==> src/rtl/bf16_pkg.sv <==
// Shared constants and the loader state type for the bfloat16 divider byte-stream loader.
`timescale 1ns/1ps
package bf16_pkg;

  localparam int BF16_W         = 16;
  localparam int SIGN_BIT       = 15;
  localparam int EXP_MSB        = 14;
  localparam int EXP_LSB        = 7;
  localparam int MAN_MSB        = 6;
  localparam int MAN_LSB        = 0;
  localparam int FRAME_IN_BYTES = 4;

  typedef enum logic [1:0] {
    LOAD    = 2'd0,
    WAIT    = 2'd1,
    SEND_HI = 2'd2,
    SEND_LO = 2'd3
  } loader_state_e;

endpackage

==> src/rtl/bf16_div_stream_loader.sv <==
// Byte-stream loader around the combinational bf16 divider: 4 bytes in, 2 bytes out.
// Optional inter-byte idle timeout is enabled with the macro BF16_LOADER_TIMEOUT_EN.
`timescale 1ns/1ps
module bf16_div_stream_loader
  import bf16_pkg::*;
#(
  parameter int DIV_LATENCY    = 1,
  parameter int TIMEOUT_CYCLES = 1000000
) (
  input  logic              clk,
  input  logic              rst_n,
  input  logic              flush,
  input  logic              in_valid,
  output logic              in_ready,
  input  logic [7:0]        in_data,
  output logic [BF16_W-1:0] op_a,
  output logic [BF16_W-1:0] op_b,
  input  logic [BF16_W-1:0] div_result,
  output logic              out_valid,
  input  logic              out_ready,
  output logic [7:0]        out_data,
  output logic              busy,
  output logic [15:0]       frame_count
`ifdef BF16_LOADER_TIMEOUT_EN
  ,
  output logic              timeout
`endif
);

  if (DIV_LATENCY < 1 || DIV_LATENCY > 15) begin : g_bad_latency
    $error("DIV_LATENCY must be in 1..15");
  end
  if (TIMEOUT_CYCLES < 1 || TIMEOUT_CYCLES > 1048575) begin : g_bad_timeout
    $error("TIMEOUT_CYCLES must fit the 20-bit idle counter");
  end

  localparam logic [1:0] LAST_BYTE = 2'(FRAME_IN_BYTES - 1);
  localparam logic [3:0] WAIT_INIT = 4'(DIV_LATENCY);

  loader_state_e     state, state_n;
  logic [1:0]        byte_cnt, byte_cnt_n;
  logic [3:0]        wait_cnt, wait_cnt_n;
  logic [7:0]        sh_a_hi, sh_a_lo, sh_b_hi;
  logic [BF16_W-1:0] result_q;
  logic              accept, load_ops, capture, hi_done, frame_done;
  logic              timeout_hit;

  // in_ready follows the state register; flush masks it for its own cycle.
  assign in_ready = (state == LOAD) && !flush;
  assign accept   = in_valid && in_ready;
  assign busy     = (state != LOAD) || (byte_cnt != 2'd0);

  always_comb begin
    state_n    = state;
    byte_cnt_n = byte_cnt;
    wait_cnt_n = wait_cnt;
    load_ops   = 1'b0;
    capture    = 1'b0;
    hi_done    = 1'b0;
    frame_done = 1'b0;
    case (state)
      LOAD: begin
        if (accept) begin
          byte_cnt_n = byte_cnt + 2'd1;
          if (byte_cnt == LAST_BYTE) begin
            load_ops   = 1'b1;
            byte_cnt_n = 2'd0;
            wait_cnt_n = WAIT_INIT;
            state_n    = WAIT;
          end
        end else if (timeout_hit) begin
          byte_cnt_n = 2'd0;
        end
      end
      WAIT: begin
        wait_cnt_n = wait_cnt - 4'd1;
        if (wait_cnt == 4'd1) begin
          capture = 1'b1;
          state_n = SEND_HI;
        end
      end
      SEND_HI: begin
        if (out_ready) begin
          hi_done = 1'b1;
          state_n = SEND_LO;
        end
      end
      SEND_LO: begin
        if (out_ready) begin
          frame_done = 1'b1;
          state_n    = LOAD;
        end
      end
      default: state_n = LOAD;
    endcase
    if (flush) begin
      state_n    = LOAD;
      byte_cnt_n = 2'd0;
      load_ops   = 1'b0;
      capture    = 1'b0;
      hi_done    = 1'b0;
      frame_done = 1'b0;
    end
  end

  always_ff @(posedge clk or negedge rst_n) begin
    if (!rst_n) begin
      state       <= LOAD;
      byte_cnt    <= 2'd0;
      wait_cnt    <= 4'd0;
      sh_a_hi     <= 8'd0;
      sh_a_lo     <= 8'd0;
      sh_b_hi     <= 8'd0;
      op_a        <= '0;
      op_b        <= '0;
      result_q    <= '0;
      out_valid   <= 1'b0;
      out_data    <= 8'd0;
      frame_count <= 16'd0;
    end else begin
      state     <= state_n;
      byte_cnt  <= byte_cnt_n;
      wait_cnt  <= wait_cnt_n;
      out_valid <= (state_n == SEND_HI) || (state_n == SEND_LO);
      if (accept) begin
        case (byte_cnt)
          2'd0:    sh_a_hi <= in_data;
          2'd1:    sh_a_lo <= in_data;
          2'd2:    sh_b_hi <= in_data;
          default: ;
        endcase
      end
      // Both operands change together so the divider never sees a mixed pair.
      if (load_ops) begin
        op_a <= {sh_a_hi, sh_a_lo};
        op_b <= {sh_b_hi, in_data};
      end
      if (capture) begin
        result_q <= div_result;
        out_data <= div_result[15:8];
      end
      if (hi_done)    out_data    <= result_q[7:0];
      if (frame_done) frame_count <= frame_count + 16'd1;
    end
  end

`ifdef BF16_LOADER_TIMEOUT_EN
  localparam logic [19:0] IDLE_LAST = 20'(TIMEOUT_CYCLES - 1);
  logic [19:0] idle_cnt;
  logic        idle_run;

  assign idle_run    = (state == LOAD) && (byte_cnt != 2'd0) && !accept && !flush;
  assign timeout_hit = idle_run && (idle_cnt == IDLE_LAST);

  always_ff @(posedge clk or negedge rst_n) begin
    if (!rst_n) begin
      idle_cnt <= 20'd0;
      timeout  <= 1'b0;
    end else begin
      timeout <= timeout_hit;
      if (!idle_run || timeout_hit) idle_cnt <= 20'd0;
      else                          idle_cnt <= idle_cnt + 20'd1;
    end
  end
`else
  assign timeout_hit = 1'b0;
`endif

endmodule

==> config.mk <==
export PLATFORM = sky130hd
export DESIGN_NAME = bf16_div_stream_loader
export DESIGN_NICKNAME = d
export VERILOG_FILES = /design/src/rtl/bf16_pkg.sv /design/src/rtl/bf16_div_stream_loader.sv
export SDC_FILE = /design/constraint.sdc
export NUM_CORES = 1
export LEC_CHECK = 0
export ABC_AREA = 1
export ABC_CLOCK_PERIOD_IN_PS = 1770
export CELL_PAD_IN_SITES_DETAIL_PLACEMENT = 0
export CELL_PAD_IN_SITES_GLOBAL_PLACEMENT = 1
export CORE_MARGIN = 1
export CORE_UTILIZATION = 38
export DETAILED_ROUTE_END_ITERATION = 6
export GPL_ROUTABILITY_DRIVEN = 0
export GPL_TIMING_DRIVEN = 0
export PLACE_DENSITY = 0.79
export SYNTH_ARGS = -nofsm -noshare
export SYNTH_HDL_FRONTEND = slang
export SYNTH_SLANG_ARGS = --single-unit
==> constraint.sdc <==
create_clock -name clk -period 1.77 [get_ports clk]
set_input_delay 0.177 -clock clk [delete_from_list [all_inputs] [get_ports clk]]
set_output_delay 0.177 -clock clk [all_outputs]
set_load 0.1 [all_outputs]
Yosys cells after proc, flatten, opt, wreduce, memory -nomap -nowiden
Cells that the tools add are included.
{"block": "word_totals", "ff_bits": 97, "latchBits": 0, "ramBits": 0, "romBits": 0, "in_bits": 29, "out_inout_bits": 59, "wordCells": 72, "n_memories": 0}
{"block": "classes", "add_sub_neg": 3, "mul": 0, "div": 0, "n_lt_le_gt_ge": 0, "n_eq_ne": 11, "n_shift": 0, "mux": 28, "bitwise_logic": 0, "reduce_logical": 18}
{"cell": "$mux 2", "count": 10}
{"cell": "$add 16x1->16 const B", "count": 1}
{"cell": "$mux 8", "count": 2}
{"cell": "$eq 2x2->1 const B", "count": 6}
{"cell": "$mux 1", "count": 12}
{"cell": "$reduce_bool 2->1", "count": 6}
{"cell": "$mux 4", "count": 2}
{"cell": "$pmux 2 s4", "count": 1}
{"cell": "$pmux 4 s2", "count": 1}
{"cell": "$reduce_and 2->1", "count": 4}
{"cell": "$eq 2x1->1 const B", "count": 2}
{"cell": "$eq 4x1->1 const B", "count": 1}
{"cell": "$logic_not 2->1", "count": 2}
{"cell": "$sub 4x1->4 const B", "count": 1}
{"cell": "$reduce_and 3->1", "count": 1}
{"cell": "$add 2x1->2 const B", "count": 1}
{"cell": "$logic_and 1x1->1", "count": 2}
{"cell": "$logic_or 1x1->1", "count": 2}
{"cell": "$ne 2x1->1 const B", "count": 1}
{"cell": "$ne 2x2->1 const B", "count": 1}
{"cell": "$logic_not 1->1", "count": 1}

Logic depth before layout (Yosys ltp)
{"block": "logic_depth", "depth_word": 8, "ltp_mapped": 8, "mapped_depth_nobuf": 8}

Worst setup path before layout
Ideal clock, no wire load.
{"block": "synth_path", "path_kind": "reg-to-reg", "start": "reg state[1]", "end": "reg byte_cnt[1]", "setup_ns": 0.081, "arrival_ns": 2.198, "required_time_ns": 1.689, "setup_slack_ns": -0.509, "stages_incl_launch_ff": 6, "path_buffers": 0, "period_less_slack_ns": 2.279, "path_cell_list": "dfrtp_1 nor2_2 inv_1 nor2_1 nand3_1 o21ai_1"}
{"block": "synth_via", "elab_chain_cells": 5, "elab_cells_between_ends": 6, "cone_classes": "6 x reduce/logical"}
{"item": "from (decl)", "line": "bf16_div_stream_loader.sv:40", "rtl": "loader_state_e state, state_n;"}
{"item": "from (signal assigned)", "line": "bf16_div_stream_loader.sv:121", "rtl": "state <= state_n;"}
{"item": "$logic_not 2->1", "line": "bf16_div_stream_loader.sv:49", "rtl": "assign in_ready = (state == LOAD) && !flush;"}
{"item": "$logic_and 1x1->1", "line": "bf16_div_stream_loader.sv:49"}
{"item": "net in_ready", "line": "bf16_div_stream_loader.sv:14", "rtl": "output logic in_ready,"}
{"item": "$logic_and 1x1->1", "line": "bf16_div_stream_loader.sv:50", "rtl": "assign accept = in_valid && in_ready;"}
{"item": "$reduce_bool 2->1 (no line)"}
{"item": "$reduce_and 2->1 (no line)"}
{"item": "to (signal assigned)", "line": "bf16_div_stream_loader.sv:122", "rtl": "byte_cnt <= byte_cnt_n;"}
{"item": "to (decl)", "line": "bf16_div_stream_loader.sv:41", "rtl": "logic [1:0] byte_cnt, byte_cnt_n;"}
The timed path passes the listed nets, and every way through them passes these cells.
A chain may end at the register's enable or synchronous reset.

Worst setup path in the final report
{"block": "layout_path", "start": "reg out_data[7]", "end": "out out_data[7]"}
{"item": "from (decl)", "line": "bf16_div_stream_loader.sv:21", "rtl": "output logic [7:0] out_data,"}
{"item": "from (signal assigned)", "line": "bf16_div_stream_loader.sv:140", "rtl": "out_data <= div_result[15:8];"}
{"item": "from (signal assigned)", "line": "bf16_div_stream_loader.sv:142", "rtl": "if (hi_done) out_data <= result_q[7:0];"}
No word-level cell between the ends.

==> metrics.cfg <==
[clock_tree]
cts_tree = built
numCtsBuffers = 9
cts_sinks = 97
clk_latency_ps = 360
cts_buffer_depth = 2
clockRootBuffer = clkbuf_8
cts_max_level = 3
post_cts_buffers = 0
clkTransAtPathRegs_ps = 110

[logic_synthesis]
yosysTopAreaCellShare_pct = 58.0
synth_flop_cell = dfrtp_1
synth_compound_area_share_pct = 7.92
synthTopCellsByCount = nand2_1, dfrtp_1, o21ai_0, nand3_1, inv_1
syn-num-nets = 507
yosysUniqueCellTypes = 24
muxShareOfSynthArea_pct = 0
synth-edff-count = 0
synth_area_um2 = 4180
yosys.area_share.simple_pct = 25.7
synthCells = 471
synth_top_family_by_area = simple AND/OR/NAND/NOR gates
yosysMostFrequentCell = nand2_1
yosysTopAreaCell = dfrtp_1
synthAdderAreaFrac_pct = 2.09
synth_area_leaders = dfrtp_1, nand2_1, o21ai_0, nand3_1, ha_1
yosys_warnings = 0
synth-seq-area-share_pct = 58.0
synthXorXnorAreaFrac_pct = 2.30
async_flop_share_pct = 100
syn_area_per_cell_um2 = 8.88
synth_seq_cells = 97

[outcome]
status = complete, no violations

[pwr]
p_leak_nw = 2.72
pwr_density_cell_nw_per_um2 = 1220
ir_drop_uv = 651
power.total_mw = 6.59

[critical_path]
cp_max_fo = 2
cp-endpoint = out_data[7]
critical_path_class = flip-flop to output pin
path_buf_inv = 1
reg2regPathDepth = 6
worstReg2RegEnd = op_a[1]$_DFFE_PN0P_
r2r_setup_slack_ps = 170
crit_start = out_data[7]$_DFFE_PN0P_
crit_cells = 1
startpoint_type = flip-flop
crit_family = buffers and inverters
cp-end-kind = output pin
crit_path_max_incr_delay_ps = 840
crit-reg2reg-launch = state[1]$_DFF_PN0_
path_cells = clkdlybuf4s15_1
arrival_ps = 1580
cp.required_ps = 1590
crit_slowest_cell = clkdlybuf4s15_1

[global_route]
antenna_found_initial = 0
grt_pass1_wl_mm = 16.0
grt_pass1_vias = 3352
grt.total_usage_pct = 17.8
grt.overflow.total = 0
grt_max_degree = 69

[run]
max_cap_violations = 0

[floorplan]
core.rowCount = 37
die_x_um = 107
io_pins = 88
start_util_pct = 39.8
die_area_um2 = 11400
core_area_um2 = 10500
die_y_um = 107

[routing]
vias_per_cell = 4.78
firstDrtPassIters = 5
drc = 0
drtIter0Drc = 123
route.vias.total = 3400
routed_wirelength_mm = 9.66
avgRoutedWirePerCell_um = 13.6
drtAntennaViolNets = 0

[layout]
post-route-util_pct = 51.3
drive_gt1_share_pct = 15.6
finalNonFillerCells = 712
final_net_count = 607
area_growth_pct = 28.7
fillers = 1024
insertedDiodeCount = 0

[sta]
finalHoldViolCount = 0
skew_ps = 16.9
grt_setup_unrepaired = false
tightest_slew_ps = 963
finalSetupViolations = 0
max_freq_ghz = 0.571
whs_ps = 269
post-route-min-period_ps = 1750
fin_setup_tns_ps = 0
drv_slew = 0
relSlewSlack_pct = 36.0
period_share_pct = 99.0

[hold_path]
min_path_type = primary input to asynchronous set/reset pin

[placement]
dp.final_hpwl_mm = 6.93
dpl.cell_count = 695
port_buffers = 87

-- worst register-to-register path, delay by kind of cell (launching register included) --
kind	cells	cell delay (ps)
buffers and inverters	1	220
flip-flops	1	470
AND/OR/NAND/NOR	5	840
-- repair_timing --
| item | CTS | global route |
|---|---|---|
| setup endpoints to repair | 59 | 36 |
| hold buffers | 1 | 0 |
| cloned | 0 | 0 |
| endpoints found under the hold margin | 29 | 0 |
| gates resized for setup | 116 | 40 |
-- cells in the final DEF (no fill, tap or decap) --
cell type          n
a21oi_1            1
and3_1             1
buf_16             1
buf_2              1
buf_4              6
buf_6              1
clkbuf_1           9
clkbuf_2          18
clkbuf_4           1
clkbuf_8          10
clkdlybuf4s15_1   22
clkdlybuf4s15_2   14
clkdlybuf4s50_1   27
clkinv_4           1
clkinvlp_4         3
dfrtp_1           87
dfrtp_2           10
dlygate4sd2_1      3
dlygate4sd3_1      1
ha_1               7
inv_1             18
inv_2              6
inv_6              1
inv_8              1
nand2_1          186
nand2_2            2
nand3_1           25
nand3_2            3
nand3b_1           1
nand4_1            5
nor2_1            14
nor2_2             5
nor2_4             6
nor3_1             3
o21ai_0           63
o21ai_1            1
o22ai_1            1
xnor2_1            3
xor2_1             8
-- per-stage QoR --
stage / instance area, um2 / setup WS (ps)
floorplan: 4200 / -2.25
global placement: 5240 / -3450
detailed placement: 5270 / -422
CTS: 5450 / 0.192
global route: 5390 / 0.567
finish: 5390 / 17.7
-- metal layers --
layer | GRT usage (%) | part of all wire, % | vias to the layer above
met3 | 2.92 | 4.9 | 7
met5 | 0 | 0 | -
met2 | 28.4 | 46 | 81
met1 | 25.0 | 48 | 1607
met4 | 5.28 | 0.83 | 0
li1 | - | - | 1705
-- cell type report --
cell class,instances,area [um2],share of cell area [%]
plain buffers,15,76.3,1.42
clock buffers,10,138,2.56
clock inverters,6,51.3,0.952
inverters,24,90.1,1.67
multi-input cells,335,1590,29.6
flip-flops and latches,97,2440,45.3
well taps,136,170,3.16
repair buffers,89,828,15.4
-- worst min path at each step --
stage                                       from                       to  slack, ps  cells after the start
after floorplan                            rst_n  byte_cnt[0]$_DFFE_PN0P_       -120                      0
after global placement    sh_a_hi[0]$_DFFE_PN0P_      op_a[8]$_DFFE_PN0P_        460                      2
after detailed placement                   rst_n      op_b[3]$_DFFE_PN0P_        140                      1
after CTS                                  rst_n      op_b[3]$_DFFE_PN0P_        270                      2
after global routing                       rst_n      op_b[0]$_DFFE_PN0P_        310                      2
final                                      rst_n      op_b[3]$_DFFE_PN0P_        270                      2
-- where the power goes --
part           switching [mW]  leakage, nW  internal, mW
registers               0.248         1.27          2.64
clock network           0.813       0.0870         0.567
logic                    1.88         1.37         0.437
-- flip-flops by register name (all words and copies together), names as in the netlist --
| register | count |
|---|---|
| byte_cnt | 2 |
| frame_count | 16 |
| op_a | 16 |
| op_b | 16 |
| out_data | 8 |
| out_valid | 1 |
| result_q | 8 |
| sh_a_hi | 8 |
| sh_a_lo | 8 |
| sh_b_hi | 8 |
| state | 2 |
| wait_cnt | 4 |
-- cells by family (layout without fill, tap and decap cells) --
logic type | Yosys count | in the layout
buffers and inverters | 39 | 144
adders and majority gates | 7 | 7
xor gates and xnor gates | 11 | 11
DFF | 97 | 97
and+or+nand+nor | 251 | 251
AOI/OAI and AO/OA | 66 | 66
(Power assumes the default switching activity.)
